==> src/rtl/aes_sbox_arbiter.sv <==
// Shared AES S-box bank time-multiplexed between the round datapath
// (SubBytes, 16 bytes) and the key expansion (SubWord, 4 bytes).

module aes_sbox (
  input  logic [7:0] in_byte,
  output logic [7:0] out_byte
);

  function automatic logic [7:0] gmul(
    input logic [7:0] a,
    input logic [7:0] b
  );
    logic [7:0] p;
    logic [7:0] x;
    p = 8'h00;
    x = a;
    for (int i = 0; i < 8; i++) begin
      if (b[i]) p = p ^ x;
      x = {x[6:0], 1'b0} ^ (x[7] ? 8'h1b : 8'h00);
    end
    return p;
  endfunction

  logic [7:0] x2, x4, x8, x16, x32, x64, x128;
  logic [7:0] inv;

  // Inverse as x^254 in GF(2^8); maps 0 to 0 as the cipher requires
  always_comb begin
    x2   = gmul(in_byte, in_byte);
    x4   = gmul(x2, x2);
    x8   = gmul(x4, x4);
    x16  = gmul(x8, x8);
    x32  = gmul(x16, x16);
    x64  = gmul(x32, x32);
    x128 = gmul(x64, x64);
    inv  = gmul(gmul(gmul(x2, x4), gmul(x8, x16)),
                gmul(gmul(x32, x64), x128));
    out_byte = inv
             ^ {inv[6:0], inv[7]}
             ^ {inv[5:0], inv[7:6]}
             ^ {inv[4:0], inv[7:5]}
             ^ {inv[3:0], inv[7:4]}
             ^ 8'h63;
  end

endmodule

module aes_sbox_arbiter #(
  parameter int LANES = 4
) (
  input  logic         clk,
  input  logic         rst_n,
  input  logic         st_req,
  input  logic [127:0] st_in,
  output logic         st_gnt,
  output logic         st_done,
  output logic [127:0] st_out,
  input  logic         kw_req,
  input  logic [31:0]  kw_in,
  output logic         kw_gnt,
  output logic         kw_done,
  output logic [31:0]  kw_out,
  output logic         busy
);

  localparam int N_ST = 16 / LANES;
  localparam int N_KW = 4 / LANES;
  localparam logic [3:0] ST_LAST = 4'(N_ST - 1);
  localparam logic [3:0] KW_LAST = 4'(N_KW - 1);

  typedef enum logic [1:0] {
    IDLE,
    RUN_ST,
    RUN_KW
  } state_t;

  state_t         state_q, state_d;
  logic [3:0]     cnt_q, cnt_d;
  logic           prio_kw_q, prio_kw_d;
  logic [127:0]   work_q, work_d;
  logic [127:0]   res_q, res_d;
  logic [127:0]   st_out_q, st_out_d;
  logic [31:0]    kw_out_q, kw_out_d;
  logic           st_done_q, st_done_d;
  logic           kw_done_q, kw_done_d;
  logic           busy_q, busy_d;
  logic           idle;

  logic [7:0] lane_in  [LANES];
  logic [7:0] lane_out [LANES];
  logic [3:0] lane_idx [LANES];

  assign idle   = (state_q == IDLE);
  assign st_gnt = rst_n & idle & st_req & (~kw_req | ~prio_kw_q);
  assign kw_gnt = rst_n & idle & kw_req & (~st_req | prio_kw_q);

  // Idle lanes still read the work register, so outputs never glitch
  always_comb begin
    for (int j = 0; j < LANES; j++) begin
      lane_idx[j] = 4'(int'(cnt_q) * LANES + j);
      lane_in[j]  = work_q[{4'd15 - lane_idx[j], 3'b000} +: 8];
    end
  end

  for (genvar j = 0; j < LANES; j++) begin : g_bank
    aes_sbox u_sbox (
      .in_byte (lane_in[j]),
      .out_byte(lane_out[j])
    );
  end

  always_comb begin
    state_d   = state_q;
    cnt_d     = cnt_q;
    prio_kw_d = prio_kw_q;
    work_d    = work_q;
    res_d     = res_q;
    st_out_d  = st_out_q;
    kw_out_d  = kw_out_q;
    st_done_d = 1'b0;
    kw_done_d = 1'b0;
    if (state_q != IDLE) begin
      for (int j = 0; j < LANES; j++) begin
        res_d[{4'd15 - lane_idx[j], 3'b000} +: 8] = lane_out[j];
      end
      cnt_d = cnt_q + 4'd1;
    end
    case (state_q)
      IDLE: begin
        if (st_gnt) begin
          work_d    = st_in;
          cnt_d     = 4'd0;
          state_d   = RUN_ST;
          prio_kw_d = 1'b1;
        end else if (kw_gnt) begin
          work_d    = {kw_in, 96'h0};
          cnt_d     = 4'd0;
          state_d   = RUN_KW;
          prio_kw_d = 1'b0;
        end
      end
      RUN_ST: begin
        if (cnt_q == ST_LAST) begin
          state_d   = IDLE;
          cnt_d     = 4'd0;
          st_out_d  = res_d;
          st_done_d = 1'b1;
        end
      end
      RUN_KW: begin
        if (cnt_q == KW_LAST) begin
          state_d   = IDLE;
          cnt_d     = 4'd0;
          kw_out_d  = res_d[127:96];
          kw_done_d = 1'b1;
        end
      end
      default: state_d = IDLE;
    endcase
    busy_d = (state_d != IDLE);
  end

  always_ff @(posedge clk) begin
    if (!rst_n) begin
      state_q   <= IDLE;
      cnt_q     <= 4'd0;
      prio_kw_q <= 1'b1;
      work_q    <= '0;
      res_q     <= '0;
      st_out_q  <= '0;
      kw_out_q  <= '0;
      st_done_q <= 1'b0;
      kw_done_q <= 1'b0;
      busy_q    <= 1'b0;
    end else begin
      state_q   <= state_d;
      cnt_q     <= cnt_d;
      prio_kw_q <= prio_kw_d;
      work_q    <= work_d;
      res_q     <= res_d;
      st_out_q  <= st_out_d;
      kw_out_q  <= kw_out_d;
      st_done_q <= st_done_d;
      kw_done_q <= kw_done_d;
      busy_q    <= busy_d;
    end
  end

  assign st_out  = st_out_q;
  assign kw_out  = kw_out_q;
  assign st_done = st_done_q;
  assign kw_done = kw_done_q;
  assign busy    = busy_q;

endmodule
==> config.mk <==
export PLATFORM = sky130hd
export DESIGN_NAME = aes_sbox_arbiter
export DESIGN_NICKNAME = d
export VERILOG_FILES = /design/src/rtl/aes_sbox_arbiter.sv
export SDC_FILE = /design/constraint.sdc
export NUM_CORES = 2
export LEC_CHECK = 0
export CAP_MARGIN = 10
export CORE_MARGIN = 2
export CORE_UTILIZATION = 41
export CTS_BUF_LIST = sky130_fd_sc_hd__clkbuf_4
export CTS_CLUSTER_DIAMETER = 150
export DETAILED_ROUTE_END_ITERATION = 16
export GPL_TIMING_DRIVEN = 0
export HOLD_SLACK_MARGIN = 0.03
export SYNTH_ARGS = -nofsm -noshare
export SYNTH_HDL_FRONTEND = slang
export SYNTH_SLANG_ARGS = --single-unit
==> constraint.sdc <==
create_clock -name clk -period 38.8 [get_ports clk]
set_input_delay 3.88 -clock clk [delete_from_list [all_inputs] [get_ports clk]]
set_output_delay 3.88 -clock clk [all_outputs]
set_load 0.01 [all_outputs]
==> flow_metrics.tcl <==
set metrics [dict create \
    avgSynthCellArea_sq_um 7.44 \
    hp-class "reg2reg" \
    postSynthCellCount 9274 \
    synth_area_leader_cell "xnor2_1" \
    drv_cap 0 \
    final_common_cell "xnor2_1" \
    fp.dieW_um 414 \
    critical_path_class "reg2reg" \
    setup_violations 0 \
    grt_pass1_wl_um 379000 \
    critPathLaunchType "register" \
    insertion_delay_ns 1.03 \
    tightestPinTransition_ns 1.30 \
    cp.required_ns 39.70 \
    cpLargestDelayFamily "XOR/XNOR gates" \
    start_util 0.413 \
    coreArea_sq_mm 0.167 \
    syn_nets 9471 \
    grtUsageTotal 0.272 \
    hold_viol_final 0 \
    holdPathStages 2 \
    clkSinkCount 402 \
    final_antenna_net_count 0 \
    syn_area_sq_mm 0.0690 \
    worst-path-buf-inv 22 \
    drt_iter0_drc 6589 \
    antenna_found_initial 14 \
    fin_crit_sh 0.600 \
    grt_pass1_vias 65300 \
    reg2reg_depth 66 \
    cp.depth 66 \
    drt_pre_antenna_iters 6 \
    crit_arrival_ns 24.18 \
    hold_slack_ns 0.458 \
    dpl.hpwl_um 188000 \
    yosys-top-cells-area "xnor2_1, dfxtp_1, nor2_1" \
    rsz0062_at_grt "false" \
    drc 0 \
    fp.dieH_um 414 \
    outcome "complete, no violations" \
    synth_seq_cells 402 \
    cts_tree "done" \
    critPathMaxStageDelay_ns 0.76 \
    drv_slew 0 \
    fp.dieArea_sq_mm 0.172 \
    seq_area_frac_synth 0.117 \
    vias_per_cell 5.72 \
    ys.flop_type "dfxtp_1" \
    htreeDepth 3 \
    crit_path_end_kind "register" \
    cp_slowest_cell "dfxtp_1" \
    holdBufCountCts 0 \
    cts_resized 0 \
    wire_per_inst_um 20.4 \
    slew_headroom 0.130 \
    drive_above_1_share 0.0675 \
    vias 68500 \
    overflow 0 \
    timing.fmax_ghz 0.0430 \
    post_cts_buffers 0 \
    io_pins 329 \
    netlist.area_leader.share 0.213 \
    finClkSkew_ns 0.100 \
    finalSetupTns_ns 0 \
    cts_root_buf "clkbuf_4" \
    cts_buffer_depth 3 \
    cts_made_buffers 92 \
    drt-total-wl_um 245000 \
    port_buffers 328 \
    globalplace.congestion 0.954 \
    timing.critical_path.mode_cell "clkbuf_1" \
    yosys_warnings 0 \
    async_flop_share 0 \
    synth_edf_count 0 \
    final_cell_mix "xnor2_1, nor2_1, nand2_1" \
    critical_path_peak_fanout 10 \
    clk_pin_slew_worst_paths_ns 0.07 \
    grt_max_degree 17 \
    final.min_clock_period_ns 23.27 \
    fin_nets 9897 \
    row_count 150 \
    flow.area_growth_from_synthesis_pct 10.6 \
    ys_types 129 \
]
-- registers in the layout, indices dropped and copies added (netlist names) --
name	cells
st_out	128
work_q	128
res_q	104
kw_out	32
cnt_q	4
state_q	2
busy	1
kw_done	1
prio_kw_q	1
st_done	1
-- worst paths after layout --
kind	from	endpoint	slack [ns]
worst max-delay path	cnt_q[1]	st_out[66]	15.53
worst min-delay path	kw_out[19]	kw_out[19]	0.46
worst max register to register	cnt_q[1]	st_out[66]	15.53
worst min register to register	kw_out[19]	kw_out[19]	0.46
-- Yosys cell counts (57+ instances only) --
library cell,count
nor2_1,1184
o22ai_1,99
xnor2_1,1676
a22o_1,57
inv_1,120
a211oi_1,67
and2_1,101
a21oi_1,511
nor2b_1,129
clkbuf_1,432
xor2_1,456
nand2_1,1152
xnor3_1,189
a22oi_1,163
nor3_1,207
nand2b_1,86
xnor2_2,119
o211ai_1,69
o21ai_1,60
buf_2,129
dfxtp_1,402
a31oi_1,100
nand3_1,192
mux2i_1,155
o21ai_0,427
-- final cells by class --
class	instances	area, sq um
multi-input combinational	8103	57700
clock buffer	130	976
antenna	13	32.5
inverter	137	514
sequential	402	8050
fill	17100	90800
buffer	632	2720
timing repair buffer	332	3320
tap	2204	2760
clock inverter	32	221
-- metrics by stage --
step	cell area (sq um)	cells	setup slack, ns	util
after detailed placement	75000	11800	16.12	0.449
after global routing	76300	12000	14.17	0.457
after global placement	75000	11800	16.31	0.449
after floorplan	69000	9274	21.60	-
after CTS	76200	12000	16.03	0.456
final	76300	12000	15.53	0.457
-- layer usage --
metal  GRT usage  part of all wire  wire, um
met1       0.333              0.41    100000
met2       0.464              0.48    117000
met3      0.0275             0.053     13100
met4       0.155             0.060     14600
met5           0                 0         0
-- worst register-to-register path: cells and delay by family, from the launching register on --
kind,cells,cell delay [ns]
flip-flops,1,0.76
adder cells (fa/ha/maj),6,2.15
multiplexers,1,0.59
AO/OA/AOI/OAI,4,1.06
buffers and inverters,22,7.68
XOR/XNOR,24,9.84
AND/OR/NAND/NOR,9,1.13
-- cells by family (layout without fill, tap and decap cells) --
| family | after synthesis | after routing | share of synthesized area |
|---|---|---|---|
| flip-flops | 402 | 402 | 0.117 |
| multiplexers | 225 | 225 | 0.0392 |
| AO/OA/AOI/OAI | 2002 | 2002 | 0.190 |
| AND/OR/NAND/NOR | 3306 | 3306 | 0.211 |
| adder cells (fa/ha/maj) | 36 | 36 | 0.00642 |
| buffers and inverters | 769 | 1263 | 0.0470 |
| XOR/XNOR | 2534 | 2534 | 0.390 |
| other | 0 | 13 | 0 |
Power is left out: the tool's default activity adds up to more than one toggle a clock period on the data nets, which glitch-free logic cannot reach.
